<file path="src/rtl/tx_bit_driver_if.sv">
// Signal bundle between the tx state machine / FIFO side and the tx bit driver.
// The master modport is the upstream FSM + FIFO; the slave modport is the bit driver.
interface tx_bit_driver_if #(
  parameter int DATA_WIDTH = 8,
  parameter int CNT_WIDTH  = 16
);
  logic [4:0]            State_i;
  logic [3:0]            BitCounter_i;
  logic                  p_BaudSig_i;
  logic                  p_ParityCalTrigger_i;
  logic                  ParityOdd_i;
  logic [DATA_WIDTH-1:0] FifoData_i;
  logic                  p_FifoRd_o;
  logic                  Tx_o;
  logic                  ParityBit_o;
  logic                  p_TxDone_o;
  logic                  p_StateErr_o;
  logic [CNT_WIDTH-1:0]  TxCount_o;

  modport master (
    output State_i, BitCounter_i, p_BaudSig_i, p_ParityCalTrigger_i, ParityOdd_i, FifoData_i,
    input  p_FifoRd_o, Tx_o, ParityBit_o, p_TxDone_o, p_StateErr_o, TxCount_o
  );

  modport slave (
    input  State_i, BitCounter_i, p_BaudSig_i, p_ParityCalTrigger_i, ParityOdd_i, FifoData_i,
    output p_FifoRd_o, Tx_o, ParityBit_o, p_TxDone_o, p_StateErr_o, TxCount_o
  );
endinterface

</file>
<file path="src/rtl/tx_bit_driver.sv">
// Transmit bit driver: pops one FIFO byte per frame, computes parity, drives the
// registered serial line and counts completed frames.
module tx_bit_driver #(
  parameter int DATA_WIDTH = 8,
  parameter int CNT_WIDTH  = 16
) (
  input logic           clk,
  input logic           rst,
  tx_bit_driver_if.slave bus
);

  localparam logic [4:0] ST_INTERVAL  = 5'b00001;
  localparam logic [4:0] ST_STARTBIT  = 5'b00010;
  localparam logic [4:0] ST_DATABITS  = 5'b00100;
  localparam logic [4:0] ST_PARITYBIT = 5'b01000;
  localparam logic [4:0] ST_STOPBIT   = 5'b10000;

  logic [4:0]            state_p1;
  logic                  fifo_rd_p1;
  logic                  load_pend_p1;
  logic [DATA_WIDTH-1:0] data_lat;
  logic                  parity_p1;
  logic                  tx_p1;
  logic                  done_p1;
  logic                  err_p1;
  logic [CNT_WIDTH-1:0]  cnt_p1;

  logic                  start_entry;
  logic [DATA_WIDTH-1:0] data_sh;
  logic [31:0]           bit_idx;

  function automatic logic calc_parity(input logic [DATA_WIDTH-1:0] d, input logic odd);
    return (^d) ^ odd;
  endfunction

  // Out-of-range bit indices idle the line high rather than wrapping into the byte.
  function automatic logic data_level(input logic [DATA_WIDTH-1:0] shifted, input logic [31:0] idx);
    return (idx < 32'(DATA_WIDTH)) ? shifted[0] : 1'b1;
  endfunction

  assign start_entry = (bus.State_i == ST_STARTBIT) && (state_p1 != ST_STARTBIT);
  assign data_sh     = data_lat >> bus.BitCounter_i;
  assign bit_idx     = 32'(bus.BitCounter_i);

  // Stage p1: FIFO handshake, data latch, parity and line level all registered here.
  always_ff @(posedge clk) begin
    if (rst) begin
      state_p1     <= ST_INTERVAL;
      fifo_rd_p1   <= 1'b0;
      load_pend_p1 <= 1'b0;
      data_lat     <= '0;
      parity_p1    <= 1'b0;
      tx_p1        <= 1'b1;
      done_p1      <= 1'b0;
      err_p1       <= 1'b0;
      cnt_p1       <= '0;
    end else begin
      state_p1   <= bus.State_i;
      fifo_rd_p1 <= start_entry;

      // FIFO data is valid the cycle after the read strobe, whatever the state is by then.
      if (load_pend_p1) begin
        data_lat     <= bus.FifoData_i;
        load_pend_p1 <= 1'b0;
      end
      if (start_entry) begin
        load_pend_p1 <= 1'b1;
      end

      if (bus.p_ParityCalTrigger_i) begin
        parity_p1 <= calc_parity(data_lat, bus.ParityOdd_i);
      end

      err_p1 <= !$onehot(bus.State_i);
      case (bus.State_i)
        ST_INTERVAL:  tx_p1 <= 1'b1;
        ST_STARTBIT:  tx_p1 <= 1'b0;
        ST_DATABITS:  tx_p1 <= data_level(data_sh, bit_idx);
        ST_PARITYBIT: tx_p1 <= parity_p1;
        ST_STOPBIT:   tx_p1 <= 1'b1;
        default:      tx_p1 <= 1'b1;
      endcase

      done_p1 <= (bus.State_i == ST_STOPBIT) && bus.p_BaudSig_i;
      if ((bus.State_i == ST_STOPBIT) && bus.p_BaudSig_i) begin
        cnt_p1 <= cnt_p1 + 1'b1;
      end
    end
  end

  assign bus.p_FifoRd_o   = fifo_rd_p1;
  assign bus.Tx_o         = tx_p1;
  assign bus.ParityBit_o  = parity_p1;
  assign bus.p_TxDone_o   = done_p1;
  assign bus.p_StateErr_o = err_p1;
  assign bus.TxCount_o    = cnt_p1;

endmodule

</file>
<file path="src/flat_wrapper.sv">
// flat-port wrapper written by rule: the top's interface ports become plain ports
module tx_bit_driver_flat 
#(
  parameter int DATA_WIDTH = 8,
  parameter int CNT_WIDTH  = 16
)
  (clk, rst, bus_State_i, bus_BitCounter_i, bus_p_BaudSig_i, bus_p_ParityCalTrigger_i, bus_ParityOdd_i, bus_FifoData_i, bus_p_FifoRd_o, bus_Tx_o, bus_ParityBit_o, bus_p_TxDone_o, bus_p_StateErr_o, bus_TxCount_o);
  tx_bit_driver_if #(.DATA_WIDTH(DATA_WIDTH), .CNT_WIDTH(CNT_WIDTH)) bus_i ();
  input logic clk;
  input logic rst;
  input wire logic [$bits(bus_i.State_i)-1:0] bus_State_i;
  input wire logic [$bits(bus_i.BitCounter_i)-1:0] bus_BitCounter_i;
  input wire logic [$bits(bus_i.p_BaudSig_i)-1:0] bus_p_BaudSig_i;
  input wire logic [$bits(bus_i.p_ParityCalTrigger_i)-1:0] bus_p_ParityCalTrigger_i;
  input wire logic [$bits(bus_i.ParityOdd_i)-1:0] bus_ParityOdd_i;
  input wire logic [$bits(bus_i.FifoData_i)-1:0] bus_FifoData_i;
  output wire logic [$bits(bus_i.p_FifoRd_o)-1:0] bus_p_FifoRd_o;
  output wire logic [$bits(bus_i.Tx_o)-1:0] bus_Tx_o;
  output wire logic [$bits(bus_i.ParityBit_o)-1:0] bus_ParityBit_o;
  output wire logic [$bits(bus_i.p_TxDone_o)-1:0] bus_p_TxDone_o;
  output wire logic [$bits(bus_i.p_StateErr_o)-1:0] bus_p_StateErr_o;
  output wire logic [$bits(bus_i.TxCount_o)-1:0] bus_TxCount_o;
  assign bus_i.State_i = bus_State_i;
  assign bus_i.BitCounter_i = bus_BitCounter_i;
  assign bus_i.p_BaudSig_i = bus_p_BaudSig_i;
  assign bus_i.p_ParityCalTrigger_i = bus_p_ParityCalTrigger_i;
  assign bus_i.ParityOdd_i = bus_ParityOdd_i;
  assign bus_i.FifoData_i = bus_FifoData_i;
  assign bus_p_FifoRd_o = bus_i.p_FifoRd_o;
  assign bus_Tx_o = bus_i.Tx_o;
  assign bus_ParityBit_o = bus_i.ParityBit_o;
  assign bus_p_TxDone_o = bus_i.p_TxDone_o;
  assign bus_p_StateErr_o = bus_i.p_StateErr_o;
  assign bus_TxCount_o = bus_i.TxCount_o;
  tx_bit_driver #(.DATA_WIDTH(DATA_WIDTH), .CNT_WIDTH(CNT_WIDTH)) u_core (.clk(clk), .rst(rst), .bus(bus_i));
endmodule
</file>
<file path="config.mk">
export PLATFORM = sky130hd
export DESIGN_NAME = tx_bit_driver_flat
export DESIGN_NICKNAME = d
export VERILOG_FILES = /design/src/rtl/tx_bit_driver_if.sv /design/src/rtl/tx_bit_driver.sv /design/src/flat_wrapper.sv
export SDC_FILE = /design/constraint.sdc
export NUM_CORES = 1
export LEC_CHECK = 0
export ABC_AREA = 0
export CAP_MARGIN = 20
export CORE_MARGIN = 3
export CORE_UTILIZATION = 48
export DETAILED_ROUTE_END_ITERATION = 7
export GPL_TIMING_DRIVEN = 0
export MAX_ROUTING_LAYER = met4
export PLACE_DENSITY_LB_ADDON = 0.3
export SETUP_SLACK_MARGIN = 0.3
export SKIP_LAST_GASP = 1
export SLEW_MARGIN = 20
export SYNTH_ARGS = -nofsm -noshare
export SYNTH_HDL_FRONTEND = slang
export SYNTH_SLANG_ARGS = --single-unit
</file>
<file path="constraint.sdc">
create_clock -name clk -period 2.11 [get_ports clk]
set_input_delay 0.422 -clock clk [delete_from_list [all_inputs] [get_ports clk]]
set_output_delay 0.422 -clock clk [all_outputs]
set_load 0.05 [all_outputs]
</file>
==> results.toml <==
[clocking]
cts.htree.levels = 2
cts_made_buffers = 5
cts.clk_slew.worst_paths_ns = 0.10
cts_tree = "done"
clock_tree.root_cell = "sky130_fd_sc_hd__clkbuf_4"
cts_sink_count = 34
clk-insertion-delay-late_ns = 0.33
clock_tree.buffer_depth = 2

[synth]
distinct_cell_type_count_after_synthesis = 31
syn_area_mm2 = 0.00161
synth_fp_nets = 203
asyncSetResetFlopFracSynth_pct = 0
synth_warnings = 0
postSynthRegisterBits = 34
postSynthCellCount = 171
synth_edf_count = 0
syn_avg_cell_area_um2 = 9.44
synthFlopType = "sky130_fd_sc_hd__dfxtp_1"
synth_sequential_area_ratio_pct = 42.2

[job]
drv.max_cap_violation_count = 0

[timing]
report.final.slew_viol_count = 0
hold_ws_ns = 0.426
final.min_clock_period_ns = 1.76
max_clock_freq_mhz = 568
unrepaired_setup_endpoints_after_global_routing = "true"
fin_skew_ns = 0.00965
timing_hold_violations_final = 0
timing.final.setup_violations = 0
postLayoutSetupSlackWorst_ns = 0.349
fin_crit_sh_pct = 83.5
max_slew.worst_pin.slew_ns = 0.558
slew_headroom_pct = 62.8

[floorplan]
die-height_um = 64.0
pin_count = 43
initial_utilization_pct = 51.6
floorplan.rows = 20
design.core.area_mm2 = 0.00313
die_area_mm2 = 0.00409
die-width_um = 64.0

[hold_path]
hold_path_class = "in -> reg"

[global_routing]
grt_use_total_pct = 20.1
grt-ovfl-total = 0
number_of_antenna_violations_at_the_first_check_in_global_routing = 0
first_global_vias = 1400
largest_net_degree_at_the_start_of_global_routing = 11
grt_first_pass_wirelength_um = 6270

[setup_path]
nature_of_the_critical_path_startpoint = "primary input"
cp_cell_sequence = "clkdlybuf4s15_2 > inv_2 > ha_4 > nand4_4 > or4_4 > or3_1 > a21oi_1"
number_of_buffer_and_inverter_stages_on_the_critical_path = 2
critical_path.top_delay_family = "simple AND/OR/NAND/NOR gates"
critical-path-max-stage-delay_ns = 0.54
crit_path_max_fanout = 6
critPathRequiredTime_ns = 2.37
timing.critical_path.slowest_stage_cell = "sky130_fd_sc_hd__or4_4"
worst_setup_path_end_kind = "register"
setup.worst_path.class = "in -> reg"
worst_ep_arrival_time_ns = 2.02

[pwr]
vdd.ir_drop.worst_mv = 0.330
power_density_mw_per_mm2 = 510
static_power_due_to_leakage_nw = 0.925

[finish]
drive_above_1_share_pct = 20.8
area_delta_synth_final_pct = 37.9
num-fill-cells = 257
antenna_cells = 0
most-common-layout-cells = "sky130_fd_sc_hd__dfxtp_1 (24), sky130_fd_sc_hd__dlygate4sd2_1 (23), sky130_fd_sc_hd__nor2_1 (22)"
utilization_pct = 71.2
final_nets = 262
stdcell_count = 275
layout.cells.most_common = "sky130_fd_sc_hd__dfxtp_1"
final_design_area_no_fill_mm2 = 0.00223

[detailed_routing]
avgRoutedWirePerCell_um = 13.3
detail_route.iter0.violations = 86
post_drt_via_cell_ratio = 5.12
firstDrtPassIters = 4
post-route-drc-count = 0
drt.antenna.violating_nets = 0
total_number_of_vias = 1408
total_routed_length_um = 3670

[placed_design]
placement.cell_area_mm2 = 0.00212
buffer_ports.inserted = 41
routabilityCongestion = 0.812
dp_hpwl_um = 2780
dp_worst_setup_slack_ns = -0.346
numPlacedInstances = 256

[outcome]
outcome = "complete, no violations"
synthesized netlist by cell type, types with 2 or more instances:
library cell,n,area (µm²)
sky130_fd_sc_hd__dfxtp_1,34,681
sky130_fd_sc_hd__nor2_1,22,82.6
sky130_fd_sc_hd__inv_1,14,52.6
sky130_fd_sc_hd__nand2_1,10,37.5
sky130_fd_sc_hd__xnor2_1,9,78.8
sky130_fd_sc_hd__ha_1,8,100
sky130_fd_sc_hd__mux2i_1,8,80.1
sky130_fd_sc_hd__a21oi_1,7,35.0
sky130_fd_sc_hd__o21ai_0,7,35.0
sky130_fd_sc_hd__or3_1,7,43.8
sky130_fd_sc_hd__clkbuf_1,5,18.8
sky130_fd_sc_hd__xor2_1,5,43.8
sky130_fd_sc_hd__nand3_1,4,20.0
sky130_fd_sc_hd__nand4_1,3,18.8
sky130_fd_sc_hd__nor3_1,3,15.0
sky130_fd_sc_hd__nor4_1,3,18.8
sky130_fd_sc_hd__or2_2,3,18.8
sky130_fd_sc_hd__fa_1,2,40.0
sky130_fd_sc_hd__mux4_2,2,45.0
sky130_fd_sc_hd__nand2b_1,2,12.5
sky130_fd_sc_hd__nor2b_1,2,12.5
sky130_fd_sc_hd__or4_4,2,22.5
worst reg2reg max path, cell delays in order (launching register included):
cell                      delay, ns
sky130_fd_sc_hd__dfxtp_2       0.39
sky130_fd_sc_hd__nand4_1       0.16
sky130_fd_sc_hd__or4_4         0.58
sky130_fd_sc_hd__or3_1         0.39
sky130_fd_sc_hd__a21oi_1       0.12
final cells by class:
cell class	instances	area [µm²]	share of cell area, %
plain buffers	5	18.8	0.843
clock buffers	6	41.3	1.85
clock inverters	2	8.76	0.393
inverters	14	52.6	2.36
multi-input cells	118	892	40.1
flip-flops and latches	34	698	31.4
well taps	44	55.1	2.47
repair buffers	52	459	20.6
final timing paths:
| check | slack [ns] | to | from | cells after the start |
|---|---|---|---|---|
| worst max-delay path | 0.35 | u_core.bus.TxCount_o[11] | bus_State_i[0] | 7 |
| worst min register to register | 0.49 | u_core.bus.TxCount_o[15] | u_core.bus.TxCount_o[15] | 2 |
| worst max register to register | 0.40 | u_core.bus.TxCount_o[11] | u_core.bus.TxCount_o[3] | 4 |
| worst min-delay path | 0.43 | u_core.state_p1[0] | bus_State_i[0] | 2 |
registers in the layout (all words and copies together), names as in the netlist:
register,count
u_core.bus.p_TxDone_o,1
u_core.bus.p_StateErr_o,1
u_core.bus.Tx_o,1
u_core.bus.ParityBit_o,1
u_core.state_p1,5
u_core.load_pend_p1,1
u_core.bus.TxCount_o,16
u_core.data_lat,8
per-stage QoR:
step / setup TNS (ns) / power (W)
5_1_grt: 0 / 0.00119
4_1_cts: 0 / 0.00114
3_3_place_gp: -1.77 / 0.000812
3_5_place_dp: -2.17 / 0.000820
6_report: 0 / 0.00113
2_1_floorplan: 0 / 0.000747
logic make-up after synthesis:
logic type / after synthesis / synth area share [%]
multiplexers: 10 / 7.75
adder cells (fa/ha/maj): 10 / 8.68
flip-flops: 34 / 42.2
XOR/XNOR: 15 / 8.99
AND/OR/NAND/NOR: 64 / 21.2
buffers and inverters: 19 / 4.42
AO/OA/AOI/OAI: 19 / 6.82
power by group:
part | internal [W] | switching [W]
logic | 0.0000742 | 0.0000799
clock network | 0.000125 | 0.000201
registers | 0.000650 | 0.00000433
total | 0.000849 | 0.000286
layer usage:
metal / GRT usage [%] / vias up / wire (µm)
met4: 7.01 / 0 / 74
li1: - / 703 / -
met3: 4.39 / 11 / 196
met2: 34.8 / 45 / 1920
met5: - / - / 0
met1: 22.8 / 649 / 1490
timing repair:
action,CTS,global route
hold buffers,0,0
endpoints found under the hold margin,0,0
setup endpoints to repair,29,6
setup buffers,9,2
pin swaps,6,5
resized for setup,39,2
(Power assumes the default switching activity.)
